$ cat config.mk
export PLATFORM = sky130hd
export DESIGN_NAME = spi_register_interface
export DESIGN_NICKNAME = d
export VERILOG_FILES = /design/src/rtl/spi_register_interface.sv
export SDC_FILE = /design/constraint.sdc
export NUM_CORES = 1
export LEC_CHECK = 0
export ABC_AREA = 1
export BUFFER_PORTS_ARGS = -buffer_cell sky130_fd_sc_hd__buf_2
export CAP_MARGIN = 5
export CORE_ASPECT_RATIO = 1.2
export CORE_MARGIN = 5
export CORE_UTILIZATION = 43
export DETAILED_ROUTE_END_ITERATION = 16
export SETUP_SLACK_MARGIN = 0.1
export SLEW_MARGIN = 20
export SYNTH_ARGS = -nofsm -noshare
export SYNTH_HDL_FRONTEND = slang
export SYNTH_SLANG_ARGS = --single-unit
$ cat constraint.sdc
create_clock -name i_Clock -period 1.4 [get_ports i_Clock]
set_clock_uncertainty 0.1 [all_clocks]
set_input_delay 0.28 -clock i_Clock [delete_from_list [all_inputs] [get_ports i_Clock]]
set_output_delay 0.28 -clock i_Clock [all_outputs]
set_load 0.02 [all_outputs]
$ cat src/rtl/spi_register_interface.sv
// SPI mode-0 slave turning 32-bit write frames into register write strobes.
// All SPI pins are oversampled in the i_Clock domain; MISO echoes the last register number.
`timescale 1ns/1ps
module spi_register_interface #(
  parameter int SYNC_STAGES = 2,
  parameter int ADDR_WIDTH  = 16,
  parameter int DATA_WIDTH  = 16
) (
  input  logic                  i_Clock,
  input  logic                  i_Reset_n,
  input  logic                  i_SPI_SCK,
  input  logic                  i_SPI_MOSI,
  input  logic                  i_SPI_CS_n,
  output logic                  o_SPI_MISO,
  output logic [ADDR_WIDTH-1:0] o_RegisterNumber,
  output logic [DATA_WIDTH-1:0] o_RegisterValue,
  output logic                  o_RegisterWriteEnable,
  output logic                  o_FrameError
);

  localparam int FW = ADDR_WIDTH + DATA_WIDTH;
  localparam int CW = $clog2(FW + 1);
  localparam logic [CW-1:0] LAST = CW'(FW - 1);

  typedef enum logic [1:0] {
    IDLE   = 2'd0,
    SHIFT  = 2'd1,
    COMMIT = 2'd2,
    WAIT   = 2'd3
  } state_t;

  state_t state_q, state_d;

  logic [SYNC_STAGES-1:0] sck_sync_q, sck_sync_d;
  logic [SYNC_STAGES-1:0] mosi_sync_q, mosi_sync_d;
  logic [SYNC_STAGES-1:0] cs_sync_q, cs_sync_d;
  logic                   sck_prev_q, cs_prev_q;

  logic [FW-1:0]         shift_q, shift_d;
  logic [CW-1:0]         cnt_q, cnt_d;
  logic [ADDR_WIDTH-1:0] echo_q, echo_d;
  logic [ADDR_WIDTH-1:0] miso_sr_q, miso_sr_d;
  logic                  miso_q, miso_d;
  logic [ADDR_WIDTH-1:0] num_q, num_d;
  logic [DATA_WIDTH-1:0] val_q, val_d;
  logic                  we_q, we_d;
  logic                  err_q, err_d;

  logic sck_s, mosi_s, cs_s;
  logic sck_rise, sck_fall, cs_rise, cs_fall;
  logic last_bit, take_bit, abort;

  assign sck_sync_d  = {sck_sync_q[SYNC_STAGES-2:0], i_SPI_SCK};
  assign mosi_sync_d = {mosi_sync_q[SYNC_STAGES-2:0], i_SPI_MOSI};
  assign cs_sync_d   = {cs_sync_q[SYNC_STAGES-2:0], i_SPI_CS_n};

  assign sck_s  = sck_sync_q[SYNC_STAGES-1];
  assign mosi_s = mosi_sync_q[SYNC_STAGES-1];
  assign cs_s   = cs_sync_q[SYNC_STAGES-1];

  assign sck_rise = sck_s & ~sck_prev_q;
  assign sck_fall = ~sck_s & sck_prev_q;
  assign cs_rise  = cs_s & ~cs_prev_q;
  assign cs_fall  = ~cs_s & cs_prev_q;

  // The final bit wins over a coincident CS_n rise; any earlier bit loses.
  assign last_bit = sck_rise & (cnt_q == LAST);
  assign take_bit = sck_rise & (last_bit | ~cs_rise);
  assign abort    = cs_rise & ~last_bit;

  always_ff @(posedge i_Clock or negedge i_Reset_n) begin
    if (!i_Reset_n) begin
      state_q     <= IDLE;
      sck_sync_q  <= '0;
      mosi_sync_q <= '0;
      cs_sync_q   <= '1;
      sck_prev_q  <= 1'b0;
      cs_prev_q   <= 1'b1;
      shift_q     <= '0;
      cnt_q       <= '0;
      echo_q      <= '0;
      miso_sr_q   <= '0;
      miso_q      <= 1'b0;
      num_q       <= '0;
      val_q       <= '0;
      we_q        <= 1'b0;
      err_q       <= 1'b0;
    end else begin
      state_q     <= state_d;
      sck_sync_q  <= sck_sync_d;
      mosi_sync_q <= mosi_sync_d;
      cs_sync_q   <= cs_sync_d;
      sck_prev_q  <= sck_s;
      cs_prev_q   <= cs_s;
      shift_q     <= shift_d;
      cnt_q       <= cnt_d;
      echo_q      <= echo_d;
      miso_sr_q   <= miso_sr_d;
      miso_q      <= miso_d;
      num_q       <= num_d;
      val_q       <= val_d;
      we_q        <= we_d;
      err_q       <= err_d;
    end
  end

  always_comb begin
    state_d = state_q;
    unique case (state_q)
      IDLE:   if (cs_fall) state_d = SHIFT;
      SHIFT: begin
        if (last_bit)   state_d = COMMIT;
        else if (abort) state_d = IDLE;
      end
      COMMIT: state_d = WAIT;
      WAIT:   if (cs_s) state_d = IDLE;
      default: state_d = IDLE;
    endcase
  end

  always_comb begin
    shift_d   = shift_q;
    cnt_d     = cnt_q;
    echo_d    = echo_q;
    miso_sr_d = miso_sr_q;
    miso_d    = miso_q;
    num_d     = num_q;
    val_d     = val_q;
    we_d      = 1'b0;
    err_d     = err_q;
    unique case (state_q)
      IDLE: begin
        miso_d = 1'b0;
        if (cs_fall) begin
          cnt_d     = '0;
          miso_sr_d = echo_q;
          miso_d    = echo_q[ADDR_WIDTH-1];
        end
      end
      SHIFT: begin
        if (take_bit) begin
          shift_d = {shift_q[FW-2:0], mosi_s};
          cnt_d   = cnt_q + 1'b1;
        end else if (abort) begin
          if (cnt_q != '0) err_d = 1'b1;
          miso_d = 1'b0;
        end else if (sck_fall) begin
          miso_sr_d = {miso_sr_q[ADDR_WIDTH-2:0], 1'b0};
          miso_d    = miso_sr_q[ADDR_WIDTH-2];
        end
      end
      COMMIT: begin
        num_d  = shift_q[FW-1:DATA_WIDTH];
        val_d  = shift_q[DATA_WIDTH-1:0];
        we_d   = 1'b1;
        echo_d = shift_q[FW-1:DATA_WIDTH];
        err_d  = 1'b0;
      end
      WAIT: if (cs_s) miso_d = 1'b0;
      default: ;
    endcase
  end

  assign o_SPI_MISO            = miso_q;
  assign o_RegisterNumber      = num_q;
  assign o_RegisterValue       = val_q;
  assign o_RegisterWriteEnable = we_q;
  assign o_FrameError          = err_q;

endmodule

== Yosys cells after proc, flatten, opt, wreduce, memory -nomap -nowiden ==
Index checks and enable logic that the tools add are counted.
W data, S select, Z words.
Word-level totals
  bits in registers: 98
  input bits: 5
  output and inout bits: 35
  logic and storage cells: 78
Cells by class
  add/subtract/negate cells: 1
  equality and inequality tests: 14
  mux-type cells: 24
  bitwise operators: 14
  reduce and logical (&&, ||, !) cells: 11
Operators by type and width (count)
  $mux W15: 4
  $pmux W15 S2: 1
  $ne A2 B2 Y1 const B: 8
  $mux W6: 2
  $pmux W6 S2: 1
  $mux W1: 9
  $mux W2: 4
  $pmux W2 S4: 1
  $reduce_and A4 Y1: 2
  $and A1 B1 Y1: 7
  $add A6 B1 Y6 const B: 1
  $eq A6 B5 Y1 const B: 1
  $ne A3 B3 Y1 const B: 2
  $not A1 Y1: 6
  $reduce_and A3 Y1: 2
  $reduce_bool A6 Y1: 1
  $reduce_and A5 Y1: 1
  $eq A2 B2 Y1 const B: 2
  $reduce_bool A2 Y1: 2
  $pmux W1 S3: 1
  $reduce_bool A3 Y1: 1
  $eq A2 B1 Y1 const B: 1
  $logic_not A2 Y1: 1
  $pmux W1 S2: 1
  other kinds (2): 2

== Logic depth before layout (Yosys ltp) ==
  depth in word-level cells: 8
  mapped depth: 10
  mapped depth without buffers: 9

== Worst setup path after synthesis ==
No wires, ideal clock.
  kind: register to register
  start: reg cnt_q[0]
  end: reg shift_q[0]
  setup time: 0.120 ns
  data arrival time: 1.318 ns
  data required time: 1.180 ns
  setup slack: -0.137 ns
  stages on the path, launching flop included: 10
  buffers on the path: 1
  clock period less this slack: 1.537 ns
  cells stage by stage: dfrtp_1 -> ha_1 -> inv_1 -> nor2_4 -> nand3_4 -> nand2_4 -> nand2_4 -> buf_6 -> nor2_1 -> a21oi_2
On the way
  cells in the longest elaborated chain, start to end: 5
Ends and longest elaborated chain
  start: declaration: line 40  | logic [CW-1:0] cnt_q, cnt_d;
  start signal: assignment: line 96  | cnt_q <= cnt_d;
  $eq A6 B5 Y1: line 67  | assign last_bit = sck_rise & (cnt_q == LAST);
  $and A1 B1 Y1: line 67
  $or A1 B1 Y1: line 68  | assign take_bit = sck_rise & (last_bit | ~cs_rise);
  $and A1 B1 Y1: line 68
  $reduce_and A2 Y1 (no source line)
  end signal: assignment: line 95  | shift_q <= shift_d;
  end: declaration: line 39  | logic [FW-1:0] shift_q, shift_d;
No other way between the ends.
A chain may end at the register's enable or synchronous reset.

== Final worst setup path ==
  start: reg cs_sync_q[1]
  end: reg miso_sr_q[4]
On the way
  cells in the longest elaborated chain, start to end: 6
Ends and longest elaborated chain
  start: declaration: line 36  | logic [SYNC_STAGES-1:0] cs_sync_q, cs_sync_d;
  start signal: assignment: line 92  | cs_sync_q <= cs_sync_d;
  $and A1 B1 Y1: line 63  | assign cs_rise = cs_s & ~cs_prev_q;
  $not A1 Y1: line 68
  $or A1 B1 Y1: line 68
  $and A1 B1 Y1: line 68
  $ne A2 B2 Y1 (no source line)
  $reduce_and A5 Y1 (no source line) (*)
  end signal: assignment: line 98  | miso_sr_q <= miso_sr_d;
  end: declaration: line 42  | logic [ADDR_WIDTH-1:0] miso_sr_q, miso_sr_d;
Every way passes the cells marked *; elsewhere a longest branch is shown, timed or not.

==> results.sh <==
export IMPL_status="finished, violations left"
export IMPL_violations="setup timing"
export IMPL_setup_violations=67
export IMPL_firstDrtPassIters=4
export IMPL_grt_pass1_wl_mm=14.9
export IMPL_cts_root_buf="clkbuf_8"
export IMPL_final_cell_area_um2=5640
export IMPL_synthAdderAreaFrac=0.00617
export IMPL_vdd_drop_max_mv=0.703
export IMPL_io_buffers=39
export IMPL_crit_path_start="cs_sync_q[1]"
export IMPL_dieWidth_um=98.6
export IMPL_r2r_slack_ns=-0.14
export IMPL_grt_usage=0.163
export IMPL_vias=3114
export IMPL_core_area_um2=9130
export IMPL_reg2reg_from="cs_sync_q[1]"
export IMPL_final_core_util=0.618
export IMPL_syn_nets=437
export IMPL_end_kind="register"
export IMPL_synthesis_area_um2=4050
export IMPL_routabilityCongestion=0.772
export IMPL_rows=38
export IMPL_antenna_cells=0
export IMPL_cts_buffers=9
export IMPL_insertion_delay_ns=0.37
export IMPL_place_area_um2=4640
export IMPL_synthMuxAreaShare=0
export IMPL_synth_top_family_by_area="simple AND/OR/NAND/NOR gates"
export IMPL_fin_ws_ns=-0.144
export IMPL_synthSimpleGateAreaFrac=0.165
export IMPL_hold_violations=0
export IMPL_power_leakage_nw=2.61
export IMPL_max_slew_margin=0.792
export IMPL_synth_flop_cell="dfrtp_1"
export IMPL_grt_pass1_vias=3220
export IMPL_async_flop_share=1.00
export IMPL_drv_slew=0
export IMPL_finalNetCount=541
export IMPL_grt_max_degree=41
export IMPL_synth_top_area_frac=0.587
export IMPL_synth_edf_count=0
export IMPL_path_class="register to register"
export IMPL_layout_drive_gt1_share=0.348
export IMPL_antenna_found_initial=0
export IMPL_grt_setup_unrepaired="yes"
export IMPL_clk_pin_slew_worst_paths_ns=0.09
export IMPL_start_util=0.444
export IMPL_avgViaCountPerCell=4.73
export IMPL_syn_avg_cell_area_um2=9.42
export IMPL_die_y_um=116
export IMPL_wl_mm=8.83
export IMPL_fin_crit_ns=1.54
export IMPL_synthTopCellsByCount="111 x nand2_1, 95 x dfrtp_1, 56 x inv_1"
export IMPL_fmax_ghz=0.648
export IMPL_cts_tree="built"
export IMPL_postRouteAntennaNets=0
export IMPL_drc=0
export IMPL_worstPathArrival_ns=1.70
export IMPL_worst_pin_slew_ns=0.312
export IMPL_dr_first_iter_drc_count=88
export IMPL_cts_max_level=3
export IMPL_synth_xor_xnor_area_share=0.00216
export IMPL_crit_required_ns=1.55
export IMPL_wl_per_cell_um=13.4
export IMPL_synth_top_cell_by_area="dfrtp_1"
export IMPL_area_delta_synth_final_pct=39.3
export IMPL_synth_area_top_cells="dfrtp_1 59%, nand2_1 10%, o21ai_1 5.6%"
export IMPL_hold_class="input port to asynchronous set/reset pin"
export IMPL_cap_violations=0
export IMPL_clk_path_buf_depth=2
export IMPL_synth_seq_area_share=0.606
export IMPL_power_density_nw_per_um2=1170
export IMPL_cts_sinks=98
export IMPL_dieArea_um2=11500
export IMPL_synth_seq_cells=98
export IMPL_grt_overflow=0
export IMPL_yosysMostFrequentCell="nand2_1"
export IMPL_cp_max_fo=14
export IMPL_syn_inst=430
export IMPL_synth_warnings=0
export IMPL_synth_compound_area_frac=0.132
export IMPL_ys_types=30
export IMPL_hpwlAfterDp_mm=5.15
export IMPL_start_kind="register"
export IMPL_io_pins=40
export IMPL_finalCritPeriodShare=1.10
-- cell usage in the layout (no fill, tap or decap), drive strengths merged --
cell         synthesis  routed
clkinvlp             0       1
or2                  1       1
nor3                 1       1
dlygate4sd3          0       4
clkbuf               8      10
xor2                 1       1
ha                   2       2
nand4                5       5
a21oi                5       5
inv                 61      62
clkinv               0       3
nand3               15      15
nand2              117     118
bufinv               0       2
a32oi                1       1
bufbuf               0       1
o21ai               95      95
dfrtp               95      95
buf                 10     103
nor2                10      10
dfstp                3       3
-- critical path: stages, from the launching register on --
cell and delay (ns):
dfstp_2 0.55, inv_2 0.05, nor2_4 0.16, buf_6 0.13
nand3_2 0.12, nand2_8 0.14, inv_12 0.06, nand2_1 0.06
o21ai_1 0.06
-- state kept, by name (all words and copies together), names as in the netlist, named ones only --
name                   flops
cnt_q                      6
o_SPI_MISO                 1
o_FrameError               1
cs_prev_q                  1
o_RegisterValue           16
sck_sync_q                 2
miso_sr_q                 15
cs_sync_q                  2
mosi_sync_q                2
o_RegisterWriteEnable      1
shift_q                   32
sck_prev_q                 1
state_q                    1
o_RegisterNumber          16
-- repair_timing --
item / in CTS / in global routing
resized for setup: 70 / 55
gates cloned: 3 / 2
setup buffers: 23 / 9
endpoints found under the hold margin: 20 / 0
hold buffers: 4 / 0
endpoints found under the setup margin: 117 / 123
pin swaps: 3 / 7
-- per-stage QoR --
stage / total power [W] / TNS (ns) / setup WS (ns) / hold WS [ns] / cells
finish: 0.00663 / -6.10 / -0.144 / 0.243 / 658
global route: 0.00696 / -12.46 / -0.221 / 0.269 / 658
CTS: 0.00643 / -5.02 / -0.105 / 0.235 / 647
detailed placement: 0.00435 / -6.08 / -0.147 / 0.101 / 602
global placement: 0.00432 / -4.54 / -0.119 / 0.102 / 602
floorplan: 0.00385 / -4.56 / -0.113 / -0.116 / 430
-- where the power goes --
group | switching, W | internal (W) | total [W] | leakage [nW]
sequential | 0.000116 | 0.00299 | 0.00311 | 1.33
clock | 0.000932 | 0.000987 | 0.00192 | 0.105
combinational | 0.000892 | 0.000709 | 0.00160 | 1.17
total | 0.00194 | 0.00469 | 0.00663 | 2.61
-- path summary, 6_finish.rpt --
check                            endpoint  cells past startpoint
setup / recovery             miso_sr_q[4]                      8
hold / removal                shift_q[20]                      2
setup reg to reg             miso_sr_q[4]                      8
hold reg to reg            mosi_sync_q[1]                      0
max in group asynchronous    cs_sync_q[0]                      3
min in group i_Clock       mosi_sync_q[1]                      0
-- cell families (layout without fill, tap and decap cells) --
kind of cell	after synthesis	in the layout
xor gates and xnor gates	1	1
DFF	98	98
adders and majority gates	2	2
buffers and inverters	79	186
and+or+nand+nor	149	150
AOI/OAI and AO/OA	101	101
-- cell type report --
cell class | instances | area [um2]
multi-input cells | 254 | 1420
well taps | 120 | 150
flip-flops and latches | 98 | 2460
clock buffers | 9 | 124
fillers | 757 | 3480
repair buffers | 109 | 1160
inverters | 61 | 244
repair inverters | 1 | 11.3
clock inverters | 6 | 82.6
-- routing by layer --
| layer | global-route usage | vias up | share of wire |
|---|---|---|---|
| li1 | - | 1576 | - |
| met1 | 0.199 | 1477 | 0.44 |
| met5 | 0 | - | 0 |
| met4 | 0.0801 | 0 | 0.021 |
| met2 | 0.277 | 48 | 0.50 |
| met3 | 0.0329 | 13 | 0.031 |
(Power assumes the default switching activity.)
